## src/rtl/chunked_add_sequencer.sv

```systemverilog
// Multi-cycle wide adder controller: streams N-bit chunks LSB-first through an external adder.
// Optional A-B mode is enabled by defining CHUNKED_ADD_SUB_EN (adds the in_sub port).
module chunked_add_sequencer #(
    parameter int N     = 8,
    parameter int WORDS = 4
) (
    input  logic                 clk,
    input  logic                 rst,
    input  logic                 in_valid,
    output logic                 in_ready,
    input  logic [N*WORDS-1:0]   in_a,
    input  logic [N*WORDS-1:0]   in_b,
    input  logic                 in_cin,
`ifdef CHUNKED_ADD_SUB_EN
    input  logic                 in_sub,
`endif
    output logic [N-1:0]         add_first,
    output logic [N-1:0]         add_second,
    output logic                 add_cin,
    input  logic [N-1:0]         add_sum,
    input  logic                 add_cout,
    output logic                 out_valid,
    input  logic                 out_ready,
    output logic [N*WORDS-1:0]   out_sum,
    output logic                 out_cout,
    output logic                 busy
);

    localparam int W    = N * WORDS;
    localparam int IDXW = (WORDS > 1) ? $clog2(WORDS) : 1;

    typedef enum logic [1:0] {IDLE, RUN, DONE} state_t;

    state_t          state_q, state_d;
    logic [W-1:0]    a_q, a_d;
    logic [W-1:0]    b_q, b_d;
    logic [W-1:0]    sum_q, sum_d;
    logic            carry_q, carry_d;
    logic [IDXW-1:0] idx_q, idx_d;

    always_ff @(posedge clk or posedge rst) begin
        if (rst) begin
            state_q <= IDLE;
            a_q     <= '0;
            b_q     <= '0;
            sum_q   <= '0;
            carry_q <= 1'b0;
            idx_q   <= '0;
        end else begin
            state_q <= state_d;
            a_q     <= a_d;
            b_q     <= b_d;
            sum_q   <= sum_d;
            carry_q <= carry_d;
            idx_q   <= idx_d;
        end
    end

    always_comb begin
        state_d    = state_q;
        a_d        = a_q;
        b_d        = b_q;
        sum_d      = sum_q;
        carry_d    = carry_q;
        idx_d      = idx_q;
        add_first  = '0;
        add_second = '0;
        add_cin    = 1'b0;

        case (state_q)
            IDLE: begin
                if (in_valid) begin
                    a_d   = in_a;
                    idx_d = '0;
                    sum_d = '0;
`ifdef CHUNKED_ADD_SUB_EN
                    // Subtraction is A + ~B + 1; the carry out then means "no borrow".
                    b_d     = in_sub ? ~in_b : in_b;
                    carry_d = in_sub ? 1'b1 : in_cin;
`else
                    b_d     = in_b;
                    carry_d = in_cin;
`endif
                    state_d = RUN;
                end
            end
            RUN: begin
                add_first                = a_q[idx_q*N +: N];
                add_second               = b_q[idx_q*N +: N];
                add_cin                  = carry_q;
                sum_d[idx_q*N +: N]      = add_sum;
                carry_d                  = add_cout;
                if (idx_q == IDXW'(WORDS - 1)) begin
                    state_d = DONE;
                end else begin
                    idx_d = idx_q + IDXW'(1);
                end
            end
            DONE: begin
                if (out_ready) begin
                    state_d = IDLE;
                end
            end
            default: state_d = IDLE;
        endcase
    end

    // Result registers are left untouched on DONE->IDLE so the last sum stays visible.
    assign in_ready  = (state_q == IDLE);
    assign out_valid = (state_q == DONE);
    assign busy      = (state_q != IDLE);
    assign out_sum   = sum_q;
    assign out_cout  = carry_q;

endmodule

```

## config.mk

```make
export PLATFORM = sky130hd
export DESIGN_NAME = chunked_add_sequencer
export DESIGN_NICKNAME = d
export VERILOG_FILES = /design/src/rtl/chunked_add_sequencer.sv
export SDC_FILE = /design/constraint.sdc
export NUM_CORES = 1
export LEC_CHECK = 0
export ABC_AREA = 1
export CAP_MARGIN = 30
export CORE_ASPECT_RATIO = 1.4
export CORE_UTILIZATION = 48
export DETAILED_ROUTE_END_ITERATION = 16
export GPL_TIMING_DRIVEN = 1
export PLACE_DENSITY = 0.9
export SYNTH_ARGS = -nofsm -noshare
export SYNTH_HDL_FRONTEND = slang
export SYNTH_SLANG_ARGS = --single-unit
```

## constraint.sdc

```tcl
create_clock -name clk -period 4.3 [get_ports clk]
set_clock_uncertainty 0.15 [all_clocks]
set_input_delay 0.86 -clock clk [delete_from_list [all_inputs] [get_ports clk]]
set_output_delay 0.86 -clock clk [all_outputs]
set_load 0.02 [all_outputs]
```

==> flow_metrics.tcl, run 1 <==
set metrics [dict create \
    status "complete, no violations" \
    pwr-share-comb_pct 50.5 \
    drive_above_1_share_pct 4.231 \
    routedWlPerCell_um 16.23 \
    grt_pass1_wl_um 22510 \
    clk-insertion-delay-late_ps 330 \
    fp-row-count 42 \
    synth_area_per_cell_um2 8.026 \
    dr_total_vias 4477 \
    ant_nets 0 \
    grt_max_degree 57 \
    place_area_um2 6075 \
    cpLargestDelayFamily "buffers and inverters" \
    fin_ws_ps 592.0 \
    vias_per_cell 5.323 \
    peakVddDrop_mv 0.4425 \
    cp_num_buf_inv 3 \
    timing.final.crit_share_pct 86.23 \
    grt_overflow 0 \
    end_kind "output port" \
    r2r_setup_slack_ps 1810 \
    tightest_slew_ps 760.0 \
    ys_seq_area_share_pct 53.55 \
    power.internal_mw 2.510 \
    dr.pass1.iters 5 \
    switchingPower_mw 1.900 \
    fin_util_pct 66.65 \
    numCtsBuffers 9 \
    ys_warn_count 0 \
    multi_input_area_um2 1713 \
    ctsHoldBuffers 0 \
    crit_type "register to output port" \
    cts_root_buffer "clkbuf_16" \
    slew_violations 0 \
    initial_core_util_pct 49.62 \
    min_period_ps 3708 \
    hpwl_um 9946 \
    final-hold-violation-count 0 \
    grt_use_total_pct 28.65 \
    wl_um 13650 \
    io_buffer_count 130 \
    dp_slack_ps 1036 \
    cp_cell_sequence "clkinv_1 -> buf_4 -> nand2_1 -> nand3_1 -> a21oi_1 -> clkdlybuf4s50_1" \
    drt-initial-drc-count 350 \
    max_freq_ghz 0.2697 \
    die_y_um 119.3 \
    setup_tns_ps 0 \
    cts_sinks 101 \
    finalSetupViolations 0 \
    critPathLaunchType "register" \
    crit_fanout 32 \
    area_growth_pct 34.33 \
    cp.required_ps 3290 \
    rsz0062_at_grt "false" \
    core_area_um2 9512 \
    cpPeakStageDelay_ps 660 \
    drc 0 \
    cts_tree "built" \
    n_fill_cell 770 \
    syn_nets 672 \
    first_global_vias 4684 \
    layout.nets 789 \
    postCtsSetupBuffers 0 \
    regArea_um2 2527 \
    clockPowerShare_pct 16.6 \
    drv_cap 0 \
    ios 131 \
    postCtsResizedCells 0 \
    slowest_stage "clkdlybuf4s50_1" \
    cts_htree_levels 3 \
    clock_path_buffers 2 \
    yosys.cell_types.count 20 \
    gp_congestion 0.8701 \
    sw_frac_of_total_pct 43.08 \
    p_leak_nw 3.019 \
    design_area_um2 6340 \
    cp.arrival_ps 2700 \
    hold_path_class "register to register" \
    netlist_area_um2 4720 \
    antennaDiodeCount 0 \
    antenna_found_initial 0 \
    power.density_nw_per_um2 695.6 \
    die-area_um2 10240 \
    cts.clk_slew.worst_paths_ps 70 \
    worst_slew_margin_rel_pct 49.21 \
    synth-seq-cells 101 \
    seqPwrFrac_pct 33.0 \
    fp.dieW_um 85.81 \
    synthCells 588 \
]
## placed cells by master (no fill, tap or decap), types with 2 or more instances in the layout
master / Yosys / routed
clkdlybuf4s50_1: 0 / 130
nand2_1: 174 / 174
o21ai_0: 16 / 16
inv_1: 80 / 79
a21oi_1: 16 / 16
buf_4: 4 / 7
clkinv_1: 2 / 2
o21ai_1: 64 / 64
nor2_1: 12 / 12
dfrtp_1: 101 / 101
clkinv_2: 0 / 4
nor2_4: 3 / 3
clkbuf_16: 0 / 9
nand2_4: 2 / 2
ha_1: 6 / 6
nand3_1: 78 / 78
## power groups by stage
stage	sequential (mW)	clock, mW	combinational (mW)
final	1.45	0.730	2.23
after global routing	1.49	0.777	2.44
after CTS	1.45	0.743	2.20
after detailed placement	1.47	0	2.18
after global placement	1.45	0	2.12
after floorplan	1.49	0	1.36
## worst reg2reg max path: stages (launching register included)
cell	delay, ps
dfrtp_1	460
nor2_4	70
nand2_4	310
clkinv_2	650
buf_4	490
nand2_1	160
o21ai_1	90
## synth_stat cells
master | n | share of area, %
o22ai_1 | 1 | 0.13
nand2_4 | 2 | 0.48
nor2_2 | 1 | 0.13
o21ai_1 | 64 | 6.8
clkinv_1 | 2 | 0.16
ha_1 | 6 | 1.6
buf_6 | 2 | 0.48
a21oi_1 | 16 | 1.7
nand2_1 | 174 | 14
nor2_1 | 12 | 0.95
nand3_1 | 78 | 8.3
dfrtp_1 | 101 | 54
inv_1 | 80 | 6.4
buf_2 | 17 | 1.8
buf_4 | 4 | 0.64
nor2_4 | 3 | 0.72
inv_2 | 1 | 0.079
o21ai_0 | 16 | 1.7
clkbuf_1 | 7 | 0.56
buf_1 | 1 | 0.079
## kinds of logic (layout without fill, tap and decap cells)
family                     count (synthesis)  in the layout  synth area share [%]
AOI/OAI and AO/OA                         97             97                 10.31
adders and majority gates                  6              6                 1.591
buffers and inverters                    114            235                 10.15
DFF                                      101            101                 53.55
and+or+nand+nor                          270            270                 24.39
## routing by layer
layer | global-route usage, % | part of all wire, %
met1 | 31.68 | 36
met2 | 49.30 | 50
met3 | 7.207 | 8.1
met4 | 16.67 | 5.2
met5 | 0 | 0
## path summary, 6_finish.rpt
check                      cells after the start           end   startpoint
max in group asynchronous                      3   out_sum[15]          rst
min in group asynchronous                      2    out_sum[5]          rst
hold / removal                                 2   out_sum[12]  out_sum[12]
setup / recovery                               6  add_first[3]     idx_q[0]
setup reg to reg                               6        a_q[2]   state_q[1]
hold reg to reg                                2   out_sum[12]  out_sum[12]
## per-stage QoR
stage	cells	power, mW	hold WS (ps)
floorplan	588	2.852	336.1
global placement	826	3.574	347.3
detailed placement	826	3.647	343.4
CTS	841	4.400	373.2
global route	841	4.705	392.7
finish	841	4.410	370.0
## flip-flops by register name, summed over array words and instances, names as in the netlist
signal and flops:
a_q 32, b_q 32, idx_q 2, out_cout 1, out_sum 32, state_q 2
## layout make-up
| cell class | instances | share of cell area [%] |
|---|---|---|
| flip-flops and latches | 101 | 39.87 |
| multi-input cells | 373 | 27.02 |
| inverters | 83 | 4.973 |
| well taps | 132 | 2.605 |
| clock inverters | 6 | 0.6315 |
| repair buffers | 137 | 21.35 |
| clock buffers | 9 | 3.552 |
(Power assumes the default switching activity.)
==> inputs of run 2 (changes only) <==
==> constraint.sdc (replaced) <==
create_clock -name clk -period 4.3 [get_ports clk]
set_clock_uncertainty 0.15 [all_clocks]
set_input_delay 0.86 -clock clk [delete_from_list [all_inputs] [get_ports clk]]
set_output_delay 0.86 -clock clk [all_outputs]
set_load 0.01 [all_outputs]
==> run 2 against run 1 <==
Against the previous run: flip-flop and latch count unchanged; setup slack better by 83 ps; clock power rose by 11%; worst hold slack got worse by 0.81 ps; combinational power is 8% lower; maximum frequency is 2.3% higher; non-clock buffer count did not move; cell count increased by 0.12%; largest cell class unchanged; largest power group unchanged.
==> flow_metrics.tcl, run 2 (synthesized netlist as in run 1, its figures left out) <==
set metrics [dict create \
    status "complete, no violations" \
    layout.nets 789 \
    p_leak_nw 3.029 \
    clk-insertion-delay-late_ps 340 \
    die_y_um 119.3 \
    clock_path_buffers 2 \
    n_fill_cell 759 \
    die-area_um2 10240 \
    finalSetupViolations 0 \
    hpwl_um 9971 \
    ant_nets 0 \
    gp_congestion 0.8811 \
    setup_tns_ps 0 \
    cts_sinks 101 \
    slew_violations 0 \
    antenna_found_initial 0 \
    fp-row-count 42 \
    grt_use_total_pct 28.34 \
    grt_max_degree 57 \
    drive_above_1_share_pct 4.366 \
    worst_slew_margin_rel_pct 47.83 \
    fin_ws_ps 674.5 \
    drt-initial-drc-count 382 \
    antennaDiodeCount 0 \
    ctsHoldBuffers 0 \
    ios 131 \
    io_buffer_count 130 \
    area_growth_pct 35.10 \
    fp.dieW_um 85.81 \
    crit_fanout 32 \
    max_freq_ghz 0.2758 \
    core_area_um2 9512 \
    dr.pass1.iters 5 \
    design_area_um2 6376 \
    dp_slack_ps 1036 \
    routedWlPerCell_um 16.32 \
    finalPower_mw 4.336 \
    postCtsSetupBuffers 0 \
    crit_type "register to output port" \
    cts_htree_levels 3 \
    critPathLaunchType "register" \
    final_cell_mix "nand2_1, clkdlybuf4s50_1, dfrtp_1, inv_1, nand3_1" \
    cp.required_ps 3290 \
    cts_tree "built" \
    place_area_um2 6075 \
    cts_root_buffer "clkbuf_16" \
    power.density_nw_per_um2 680.1 \
    rsz0062_at_grt "false" \
    drv_cap 0 \
    vias_per_cell 5.238 \
    cts.clk_slew.worst_paths_ps 70 \
    final_common_cell "nand2_1" \
    grt_pass1_wl_um 22110 \
    end_kind "output port" \
    fin_hold_ws_ps 369.1 \
    first_global_vias 4576 \
    drc 0 \
    final-hold-violation-count 0 \
    peakVddDrop_mv 0.5148 \
    timing.final.crit_share_pct 84.31 \
    initial_core_util_pct 49.62 \
    grt_overflow 0 \
    numCtsBuffers 9 \
    wl_um 13750 \
    hold_path_class "register to register" \
    dr_total_vias 4410 \
    postCtsResizedCells 0 \
    tightest_slew_ps 780.7 \
    min_period_ps 3626 \
    cp.arrival_ps 2620 \
]
## run 2: changes by cell type in the layout (fill, tap and decap cells not counted), sizes merged
cell,previous run,this run
bufinv,0,1
clkinvlp,1,2
inv,81,80
## run 2: layout make-up
type,count,area [um2],share of cell area [%]
Clock buffer,9,225.2,3.532
Clock inverter,7,76.32,1.197
Inverter,83,315.3,4.945
Multi-Input combinational cell,373,1713,26.86
Sequential cell,101,2527,39.64
Tap cell,132,165.2,2.590
Timing Repair Buffer,137,1354,21.23
## run 2: per-stage QoR
step | utilization, % | cells
detailed placement | 63.86 | 826
CTS | 67.04 | 842
floorplan | - | 588
global placement | 63.86 | 826
finish | 67.04 | 842
global route | 67.04 | 842
## run 2: worst max-delay path, cell delays in order, from the launching register on
cell	delay, ps
dfrtp_1	650
clkinv_1	290
buf_4	310
nand2_1	150
nand3_1	90
a21oi_1	200
clkdlybuf4s50_1	580
## run 2: power breakdown
group / internal, mW / total [mW] / switching (mW)
Sequential: 1.31 / 1.46 / 0.148
Combinational: 0.809 / 2.06 / 1.26
Clock: 0.453 / 0.813 / 0.361
Total: 2.57 / 4.34 / 1.76
## run 2: path summary, 6_finish.rpt
kind / endpoint / cells after the start / slack (ps) / startpoint
hold reg to reg: out_sum[14] / 2 / 370 / out_sum[14]
setup / recovery: add_second[7] / 6 / 670 / idx_q[0]
max in group asynchronous: b_q[9] / 3 / 2370 / rst
setup reg to reg: a_q[12] / 6 / 1820 / state_q[1]
min in group asynchronous: out_sum[5] / 2 / 810 / rst
hold / removal: out_sum[14] / 2 / 370 / out_sum[14]
## run 2: metal layers
layer | vias up | global-route usage [%] | wire (um)
met5 | - | 0 | 0
met4 | 0 | 15.63 | 656
met3 | 41 | 6.653 | 1062
met2 | 211 | 48.95 | 6881
met1 | 2068 | 31.85 | 5145
li1 | 2090 | - | -
==> inputs of run 3 (changes only) <==
--- a/config.mk
+++ b/config.mk
@@ -8,10 +8,10 @@
 export ABC_AREA = 1
 export CAP_MARGIN = 30
 export CORE_ASPECT_RATIO = 1.4
-export CORE_UTILIZATION = 48
+export CORE_UTILIZATION = 44
 export DETAILED_ROUTE_END_ITERATION = 16
 export GPL_TIMING_DRIVEN = 1
-export PLACE_DENSITY = 0.9
+export PLACE_DENSITY = 0.87
 export SYNTH_ARGS = -nofsm -noshare
 export SYNTH_HDL_FRONTEND = slang
 export SYNTH_SLANG_ARGS = --single-unit
==> constraint.sdc (replaced) <==
create_clock -name clk -period 2.9 [get_ports clk]
set_clock_uncertainty 0.15 [all_clocks]
set_input_delay 0.58 -clock clk [delete_from_list [all_inputs] [get_ports clk]]
set_output_delay 0.58 -clock clk [all_outputs]
set_load 0.01 [all_outputs]
==> run 3 against run 2 <==
Against the previous run: die area is 8.9% higher; design area up 1.5%; worst hold slack got worse by 13 ps; clock power up 59%; clock-buffer cell count is 2 higher; sequential power is 47% higher; combinational power rose by 53%; non-clock buffer count is 3 higher; critical path type unchanged; highest routed layer unchanged.
==> flow_metrics.tcl, run 3 (synthesized netlist as in run 1, its figures left out) <==
set metrics [dict create \
    cts_htree_levels 3 \
    cts_sinks 101 \
    wl_um 13890 \
    dp_cells 835 \
    finalSetupViolations 0 \
    grt_busiest_layer "met2" \
    grt_pass1_wl_um 21560 \
    drive_above_1_share_pct 4.769 \
    rr_startpoint "idx_q[1]" \
    timing.final.crit_share_pct 93.79 \
    p_leak_nw 3.072 \
    grt_overflow 0 \
    max_freq_ghz 0.3676 \
    r2r_cells 6 \
    fin_hold_ws_ps 356.1 \
    r2r-end "out_sum[4]" \
    hold_path_end "out_sum[5]" \
    die-area_um2 11150 \
    crit_type "register to output port" \
    layout.cells.non_filler 851 \
    ant_nets 0 \
    initial_core_util_pct 45.36 \
    power.density_nw_per_um2 1016 \
    status "complete, no violations" \
    routedWlPerCell_um 16.32 \
    drc 0 \
    place_area_um2 6143 \
    whs_path_depth 2 \
    min_period_ps 2720 \
    grt_use_total_pct 25.97 \
    ctsHoldBuffers 0 \
    postCtsResizedCells 0 \
    io_buffer_count 130 \
    dr_total_vias 4432 \
    use_met3_pct 5.699 \
    dr.pass1.iters 4 \
    fp.dieW_um 89.53 \
    core_area_um2 10410 \
    peakVddDrop_mv 0.4547 \
    antennaDiodeCount 0 \
    cts_tree "built" \
    antenna_found_initial 0 \
    finalPower_mw 6.576 \
    cp.required_ps 2170 \
    cp.arrival_ps 1990 \
    clk-insertion-delay-late_ps 340 \
    fin_ws_ps 180.0 \
    grt_util_met2_pct 45.89 \
    grt_max_degree 102 \
    first_global_vias 4539 \
    final-hold-violation-count 0 \
    final_cell_mix "nand2_1, clkdlybuf4s50_1, dfrtp_1, inv_1, nand3_1" \
    setup_tns_ps 0 \
    min_from "out_sum[5]" \
    vias_per_cell 5.208 \
    clock_path_buffers 2 \
    fin_util_pct 62.21 \
    critPathLaunchType "register" \
    end_kind "output port" \
    drv_cap 0 \
    fp-row-count 44 \
    hpwl_um 9978 \
    rsz0062_at_grt "false" \
    tightest_slew_ps 533.5 \
    cts_root_buffer "clkbuf_16" \
    dp_slack_ps 437.5 \
    numCtsBuffers 9 \
    area_growth_pct 37.14 \
    slowest_stage "clkdlybuf4s50_1" \
    cp_cell_sequence "buf_4 -> nand2_1 -> nand3_1 -> a21oi_1 -> clkdlybuf4s50_1" \
    worst_slew_margin_rel_pct 64.44 \
    drt-initial-drc-count 288 \
    postCtsSetupBuffers 0 \
    cpPeakStageDelay_ps 570 \
    final_common_cell "nand2_1" \
    design_area_um2 6472 \
    r2r_setup_slack_ps 570 \
    grtUsageMet1_pct 27.91 \
    ios 131 \
    crit_fanout 32 \
    die_y_um 124.5 \
    slew_violations 0 \
    layout.nets 792 \
    cts.clk_slew.worst_paths_ps 60 \
    gp_congestion 0.9212 \
    hold_path_class "register to register" \
]
## run 3: cell types whose count changed in the layout (fill, tap and decap cells not counted)
cell	previous run	this run
inv_2	0	1
inv_6	0	1
clkbuf_8	0	1
clkinv_4	3	1
buf_12	0	3
bufinv_16	1	2
clkinv_1	2	1
clkbuf_1	0	1
buf_6	0	1
clkinvlp_4	2	1
inv_4	1	0
buf_4	7	6
## run 3: metal layers
| metal | vias up | part of all wire (%) |
|---|---|---|
| met5 | - | 0 |
| met4 | 0 | 4.8 |
| met3 | 42 | 6.4 |
| met2 | 194 | 53 |
| met1 | 2111 | 36 |
| li1 | 2085 | - |
## run 3: where the power goes
| group | switching [mW] | internal (mW) | leakage (nW) |
|---|---|---|---|
| Clock | 0.506 | 0.783 | 0.160 |
| Combinational | 1.89 | 1.26 | 1.62 |
| Sequential | 0.193 | 1.94 | 1.29 |
## run 3: critical path, delay by kind of cell, from the launching register on
family	cells	cell delay (ps)
compound gates	1	210
flops	1	410
simple gates	2	200
buf+inv	2	820
## run 3: layout make-up
cell class,count,area (um2)
Fill cell,858,3933
Sequential cell,101,2527
Multi-Input combinational cell,373,1713
Timing Repair Buffer,140,1418
Inverter,83,316.6
Clock buffer,11,242.7
Tap cell,138,172.7
Clock inverter,5,82.58
## run 3: worst max-delay path by stage
stage                         from       endpoint  slack, ps
after floorplan           idx_q[0]  add_second[2]        950
after global placement    idx_q[0]  add_second[3]        500
after detailed placement  idx_q[0]  add_second[2]        440
after CTS                 idx_q[0]  add_second[2]         40
after global routing      idx_q[1]  add_second[4]        100
final                     idx_q[0]   add_first[7]        180
